--- src/rtl/start_sequencer_pkg.sv ---
// Shared state encoding and default timing constants for the Start launch sequencer.
package start_seq_pkg;

    typedef enum logic [2:0] {
        IDLE   = 3'd0,
        PULSE  = 3'd1,
        RUN    = 3'd2,
        REPORT = 3'd3,
        GAP    = 3'd4
    } state_t;

    localparam int unsigned NUM_PROG_DEF    = 3;
    localparam int unsigned PULSE_LEN_DEF   = 2;
    localparam int unsigned GAP_LEN_DEF     = 4;
    localparam int unsigned CW_DEF          = 16;
    localparam int unsigned TIMEOUT_CYC_DEF = 4000;

    // Width of the shared PULSE/GAP phase timer.
    function automatic int unsigned timer_width(input int unsigned a, input int unsigned b);
        return $clog2((a > b) ? a : b) + 1;
    endfunction

endpackage

--- src/rtl/start_sequencer_if.sv ---
// Control/handshake bundle between harness control, the sequencer and the processor pins.
interface start_sequencer_if
    import start_seq_pkg::*;
#(
    parameter int unsigned CW = CW_DEF
);
    logic          Go;
    logic          Done;
    logic          Start;
    logic [1:0]    ProgIdx;
    logic          Busy;
    logic [CW-1:0] CycleCount;
    logic          CountValid;
    logic          AllDone;
    logic          TimedOut;

    modport master (
        output Go, Done,
        input  Start, ProgIdx, Busy, CycleCount, CountValid, AllDone, TimedOut
    );

    modport slave (
        input  Go, Done,
        output Start, ProgIdx, Busy, CycleCount, CountValid, AllDone, TimedOut
    );
endinterface

--- src/rtl/start_sequencer_sat_counter.sv ---
// Saturating up-counter with synchronous clear and enable, sync active-low reset.
module sat_counter #(
    parameter int unsigned CW = 16
) (
    input  logic          Clk,
    input  logic          Reset,
    input  logic          clr,
    input  logic          en,
    output logic [CW-1:0] count
);
    always_ff @(posedge Clk) begin
        if (!Reset) begin
            count <= '0;
        end else if (clr) begin
            count <= '0;
        end else if (en && (count != '1)) begin
            count <= count + 1'b1;
        end
    end
endmodule

--- src/rtl/start_sequencer.sv ---
// Start-pulse launch sequencer: pulses Start per program, measures RUN cycles to Done.
// Optional watchdog enabled by defining START_SEQ_TIMEOUT_EN.
module start_sequencer
    import start_seq_pkg::*;
#(
    parameter int unsigned NUM_PROG    = NUM_PROG_DEF,
    parameter int unsigned PULSE_LEN   = PULSE_LEN_DEF,
    parameter int unsigned GAP_LEN     = GAP_LEN_DEF,
    parameter int unsigned CW          = CW_DEF,
    parameter int unsigned TIMEOUT_CYC = TIMEOUT_CYC_DEF
) (
    input logic              Clk,
    input logic              Reset,
    start_sequencer_if.slave bus
);
    localparam int unsigned TW = timer_width(PULSE_LEN, GAP_LEN);

    if (PULSE_LEN < 1 || GAP_LEN < 1 || NUM_PROG < 1 || NUM_PROG > 3 ||
        TIMEOUT_CYC < 1 || TIMEOUT_CYC >= (64'd1 << CW)) begin : g_cfg_err
        $error("start_sequencer: unsupported parameter set");
    end

    state_t          state, state_nxt;
    logic [TW-1:0]   tmr;
    logic            tmr_last;
    logic            done_q;
    logic            done_rise;
    logic            run_tmo;
    logic [CW-1:0]   run_cnt;
    logic            start_r;
    logic            busy_r;
    logic            cv_r;
    logic            alldone_r;
    logic [1:0]      prog_r;
    logic [CW-1:0]   cyc_r;

    assign done_rise = bus.Done & ~done_q;
    assign tmr_last  = (state == PULSE) ? (tmr == TW'(PULSE_LEN - 1))
                                        : (tmr == TW'(GAP_LEN - 1));

    sat_counter #(.CW(CW)) u_run_cnt (
        .Clk   (Clk),
        .Reset (Reset),
        .clr   ((state == PULSE) && tmr_last),
        .en    (state == RUN),
        .count (run_cnt)
    );

    always_comb begin
        state_nxt = state;
        case (state)
            IDLE:    if (bus.Go) state_nxt = PULSE;
            PULSE:   if (tmr_last) state_nxt = RUN;
            RUN:     if (done_rise || run_tmo) state_nxt = REPORT;
            REPORT:  state_nxt = (prog_r == 2'(NUM_PROG)) ? IDLE : GAP;
            GAP:     if (tmr_last) state_nxt = PULSE;
            default: state_nxt = IDLE;
        endcase
    end

    // Output flops are loaded from the next state so every output is registered.
    always_ff @(posedge Clk) begin
        if (!Reset) begin
            state     <= IDLE;
            tmr       <= '0;
            done_q    <= 1'b0;
            start_r   <= 1'b0;
            busy_r    <= 1'b0;
            cv_r      <= 1'b0;
            alldone_r <= 1'b0;
            prog_r    <= '0;
            cyc_r     <= '0;
        end else begin
            state   <= state_nxt;
            done_q  <= bus.Done;
            start_r <= (state_nxt == PULSE);
            busy_r  <= (state_nxt != IDLE);
            cv_r    <= (state_nxt == REPORT);

            if (state_nxt != state) begin
                tmr <= '0;
            end else if (state == PULSE || state == GAP) begin
                tmr <= tmr + 1'b1;
            end

            if (state == RUN && state_nxt == REPORT) begin
                cyc_r <= run_cnt;
            end

            if (state == IDLE && bus.Go) begin
                prog_r    <= 2'd1;
                alldone_r <= 1'b0;
            end else if (state == GAP && state_nxt == PULSE) begin
                prog_r <= prog_r + 1'b1;
            end else if (state == REPORT && state_nxt == IDLE) begin
                prog_r    <= '0;
                alldone_r <= 1'b1;
            end
        end
    end

`ifdef START_SEQ_TIMEOUT_EN
    logic timed_out_r;

    assign run_tmo = (run_cnt == CW'(TIMEOUT_CYC));

    always_ff @(posedge Clk) begin
        if (!Reset) begin
            timed_out_r <= 1'b0;
        end else if (state == IDLE && bus.Go) begin
            timed_out_r <= 1'b0;
        end else if (state == RUN && run_tmo && !done_rise) begin
            timed_out_r <= 1'b1;
        end
    end

    assign bus.TimedOut = timed_out_r;
`else
    assign run_tmo      = 1'b0;
    assign bus.TimedOut = 1'b0;
`endif

    assign bus.Start      = start_r;
    assign bus.ProgIdx    = prog_r;
    assign bus.Busy       = busy_r;
    assign bus.CycleCount = cyc_r;
    assign bus.CountValid = cv_r;
    assign bus.AllDone    = alldone_r;
endmodule

--- src/flat_wrapper.sv ---
// flat-port wrapper written by rule: the top's interface ports become plain ports
module start_sequencer_flat import start_seq_pkg::*;
#(
    parameter int unsigned NUM_PROG    = NUM_PROG_DEF,
    parameter int unsigned PULSE_LEN   = PULSE_LEN_DEF,
    parameter int unsigned GAP_LEN     = GAP_LEN_DEF,
    parameter int unsigned CW          = CW_DEF,
    parameter int unsigned TIMEOUT_CYC = TIMEOUT_CYC_DEF
)
  (Clk, Reset, bus_Go, bus_Done, bus_Start, bus_ProgIdx, bus_Busy, bus_CycleCount, bus_CountValid, bus_AllDone, bus_TimedOut);
  start_sequencer_if #(.CW(CW)) bus_i ();
  input logic Clk;
  input logic Reset;
  input wire logic [$bits(bus_i.Go)-1:0] bus_Go;
  input wire logic [$bits(bus_i.Done)-1:0] bus_Done;
  output wire logic [$bits(bus_i.Start)-1:0] bus_Start;
  output wire logic [$bits(bus_i.ProgIdx)-1:0] bus_ProgIdx;
  output wire logic [$bits(bus_i.Busy)-1:0] bus_Busy;
  output wire logic [$bits(bus_i.CycleCount)-1:0] bus_CycleCount;
  output wire logic [$bits(bus_i.CountValid)-1:0] bus_CountValid;
  output wire logic [$bits(bus_i.AllDone)-1:0] bus_AllDone;
  output wire logic [$bits(bus_i.TimedOut)-1:0] bus_TimedOut;
  assign bus_i.Go = bus_Go;
  assign bus_i.Done = bus_Done;
  assign bus_Start = bus_i.Start;
  assign bus_ProgIdx = bus_i.ProgIdx;
  assign bus_Busy = bus_i.Busy;
  assign bus_CycleCount = bus_i.CycleCount;
  assign bus_CountValid = bus_i.CountValid;
  assign bus_AllDone = bus_i.AllDone;
  assign bus_TimedOut = bus_i.TimedOut;
  start_sequencer #(.NUM_PROG(NUM_PROG), .PULSE_LEN(PULSE_LEN), .GAP_LEN(GAP_LEN), .CW(CW), .TIMEOUT_CYC(TIMEOUT_CYC)) u_core (.Clk(Clk), .Reset(Reset), .bus(bus_i));
endmodule
--- config.mk ---
export PLATFORM = sky130hd
export DESIGN_NAME = start_sequencer_flat
export DESIGN_NICKNAME = d
export VERILOG_FILES = /design/src/rtl/start_sequencer_pkg.sv /design/src/rtl/start_sequencer_if.sv /design/src/rtl/start_sequencer_sat_counter.sv /design/src/rtl/start_sequencer.sv /design/src/flat_wrapper.sv
export SDC_FILE = /design/constraint.sdc
export NUM_CORES = 1
export LEC_CHECK = 0
export BUFFER_PORTS_ARGS = -buffer_cell sky130_fd_sc_hd__buf_2
export CORE_AREA = 8 8 81 83
export CTS_CLUSTER_DIAMETER = 100
export DETAILED_ROUTE_END_ITERATION = 7
export DIE_AREA = 0 0 89 91
export SLEW_MARGIN = 10
export SYNTH_ARGS = -nofsm -noshare
export SYNTH_HDL_FRONTEND = slang
export SYNTH_SLANG_ARGS = --single-unit
--- constraint.sdc ---
create_clock -name Clk -period 2.4 [get_ports Clk]
set_input_delay 0.48 -clock Clk [delete_from_list [all_inputs] [get_ports Clk]]
set_output_delay 0.48 -clock Clk [all_outputs]
set_load 0.01 [all_outputs]
==> results.md <==
- # rows: 27
- Total track usage: about an eighth
- Post-synthesis simple-gate area fraction: about 30%
- Post-synth net total: between 200 and 250
- Drc violations: 0
- Via-per-instance ratio: around 5.0
- Dpl cells: 330
- Top Ports: 27
- TritonCTS Buffers: 5
- H-tree levels: 2
- PostCTS Resize Cnt: 0
- Cells after Synth: between 200 and 250
- Routability cong.: ~0.83
- Vias in the first global route: 1,608
- WL final: about 4.5 mm
- Outcome: completed
- Clock Path Buffers: 2
- Final hold slack: 0.421 ns
- Unrepaired setup endpoints after global routing: false
- Clock transition at path regs: around 0.090 ns
- Worst setup EP type: flip-flop
- Leakage: 0.904 nW
- Synth Cell Area: ~2100 µm²
- Slew Limit Headroom: between 60% and 70%
- Min Tclk post-route: just over 2 ns
- Fmax: between 400 and 500 MHz
- ANT cells: 0
- Finished Cell Area: approximately 2400 µm²
- Dpl cell area: around 2300 µm²
- Core ar.: about 5300 µm²
- Period utilisation layout: a little over four fifths
- Die Ht: 91 µm
- Slowest cell on crit path: or3b_1
- Crit-path cells: or3b_1, nor4_2, nand4_1, xor2_1, nor2_1
- XOR/XNOR share of the synthesized area: under 10%
- Final ANT Viol Nets: 0
- Die W: between 80 and 90 µm
- # clock sinks: between 40 and 50
- Largest delay share family, worst path: simple AND/OR/NAND/NOR gates
- Flops & latches, synth: between 40 and 50
- EDFF count, synth: 0
- Initial DRC Count: 57
- Via Count: approximately 1.7k
- Port bufs: 25
- WS Path Type: reg2reg
- Pre-antenna DRT Iters: 4
- DP HPWL: 3.24 mm
- Register area share after synthesis: between 40 and 50%
- Main combinational cell family by area after synthesis: simple AND/OR/NAND/NOR gates
- Layout Nets: around 270
- Most frequent cells in the layout: dfxtp_1 (45), nand2_1 (42), buf_2 (25)
- Clock latency on the worst-skew pair: about 0.30 ns
- TritonCTS clock tree: done
- DIE AREA: slightly above 8000 µm²
- Initial antenna violation count: 0
- First-pass GRT wire length: ~7.5 mm
- Total grt overflow: 0
- Cts hold-fix bufs: 0
- Critical path buffer and inverter count: 0
- CP Data Arrival Time: approximately 2.2 ns
- Max VDD drop: ~0.00044 V
- Final non-filler cell total: 338
- Final setup vio count: 0
- Crit start category: flip-flop
- Worst path max stage delay: ~0.59 ns
- Slew Viols, Final: 0
- YS warnings: 0
- Synth async-reset ratio: 0%
- Largest net degree at the start of global routing: 26
- Layout fillers: 579
- Clk root buf: clkbuf_8
- Worst-Margin Slew: between 0.4 and 0.5 ns
- HP Class: in2reg
- Multiplexer share of the synthesized area: less than 1%
- Total Power: 1.44 mW
- Compound-Gate Fraction of Synth Area: 12.4%
- Post-Syn Area per Cell: a little under 9 µm²
- Final setup skew: between 0.005 and 0.006 ns
- Initial Util: between 30 and 40%
- Drt wl/cell: ~13 µm
- Layout cells sized above 1: roughly 17%
- Ys flop type: dfxtp_1
- Most common cell after layout, fill and taps aside: dfxtp_1
- Max-cap viol count: 0
- CP Max Fanout: 12
- TNS Setup: 0 ns
- Adder-Cell Fraction of Synth Area: 1.82%
- Final Hold Viols: 0
- Pwr per Cell Area: between 600 and 700 nW/µm²
- Required time of the worst setup path: around 2.6 ns
- Post-CTS Setup Inserts: 0
- Layout area overhead: 15.8%
- Synth unique cells: 43
==> cell families after synthesis <==
family / count (synthesis)
adder cells (fa/ha/maj): 3
AND/OR/NAND/NOR: 118
other: 1
buffers and inverters: 14
XOR/XNOR: 18
AO/OA/AOI/OAI: 37
flip-flops: 45
multiplexers: 2
==> layer usage <==
| metal | vias to the layer above | GRT usage, % | wire [µm] |
|---|---|---|---|
| li1 | 881 | - | - |
| met1 | 777 | 15.6 | 2200 |
| met3 | 5 | 3.15 | 249 |
| met4 | 0 | 4.58 | 58 |
| met2 | 27 | 17.2 | 1950 |
| met5 | - | 0 | 0 |
==> cell usage after synthesis, types with 2 or more instances <==
cell	number	share of area, %
nand3_1	8	1.9
and2_1	6	1.8
nand4_1	4	1.2
inv_1	4	0.73
nor3b_2	2	1.2
nand2b_1	2	0.61
a21boi_0	17	6.2
buf_4	2	0.73
and3_1	5	1.5
o21ai_0	6	1.5
nor3b_1	3	1.1
nand3b_1	4	1.5
a21oi_1	4	0.97
mux2i_1	2	0.97
ha_1	3	1.8
nand2_1	42	7.6
nor4_1	3	0.91
or3_1	2	0.61
xnor2_1	7	3.0
xor2_1	11	4.7
nor2_1	21	3.8
dfxtp_1	45	44
nor3_1	4	0.97
and4_1	5	2.1
clkbuf_1	7	1.3
a211oi_1	2	0.73
==> metrics by stage <==
step	util, %	worst slack [ns]
finish	44.8	0.364
global route	44.8	0.271
CTS	44.8	0.384
detailed placement	42.6	0.423
global placement	42.6	0.439
floorplan	-	0.739
==> layout make-up <==
| type | count | area [µm²] | share of cell area [%] |
|---|---|---|---|
| Clock buffer | 6 | 82.6 | 3.45 |
| Inverter | 4 | 15.0 | 0.627 |
| Clock inverter | 2 | 37.5 | 1.57 |
| Tap cell | 72 | 90.1 | 3.76 |
| Sequential cell | 45 | 901 | 37.6 |
| Multi-Input combinational cell | 179 | 1100 | 46.2 |
| Timing Repair Buffer | 30 | 163 | 6.80 |
==> worst paths after layout <==
check | to | startpoint | depth (start not counted) | slack (ns)
setup / recovery | u_core.u_run_cnt.count[15]$_SDFFE_PP0P_ | u_core.state[2]$_SDFF_PN0_ | 5 | 0.36
hold / removal | u_core.done_q$_SDFF_PN0_ | bus_Done | 2 | 0.42
setup reg to reg | u_core.u_run_cnt.count[15]$_SDFFE_PP0P_ | u_core.state[2]$_SDFF_PN0_ | 5 | 0.36
hold reg to reg | u_core.bus.AllDone$_SDFFE_PP0P_ | u_core.bus.AllDone$_SDFFE_PP0P_ | 2 | 0.45
==> where the power goes <==
group	total [mW]	internal [mW]	switching [mW]
logic	0.0795	0.0339	0.0456
clock network	0.595	0.339	0.256
registers	0.768	0.756	0.0122
==> worst register-to-register path: stages, from the launching register on <==
cell and delay, ns:
dfxtp_1 0.44, or3b_1 0.59, nor4_2 0.49, nand4_1 0.18
xor2_1 0.16, nor2_1 0.05
==> sequential cells by signal, summed over array words and instances (netlist names) <==
signal / flops
u_core.bus.AllDone: 1
u_core.bus.Busy: 1
u_core.bus.CountValid: 1
u_core.bus.CycleCount: 16
u_core.bus.ProgIdx: 2
u_core.bus.Start: 1
u_core.done_q: 1
u_core.state: 3
u_core.tmr: 3
u_core.u_run_cnt.count: 16
(Power assumes the default switching activity.)
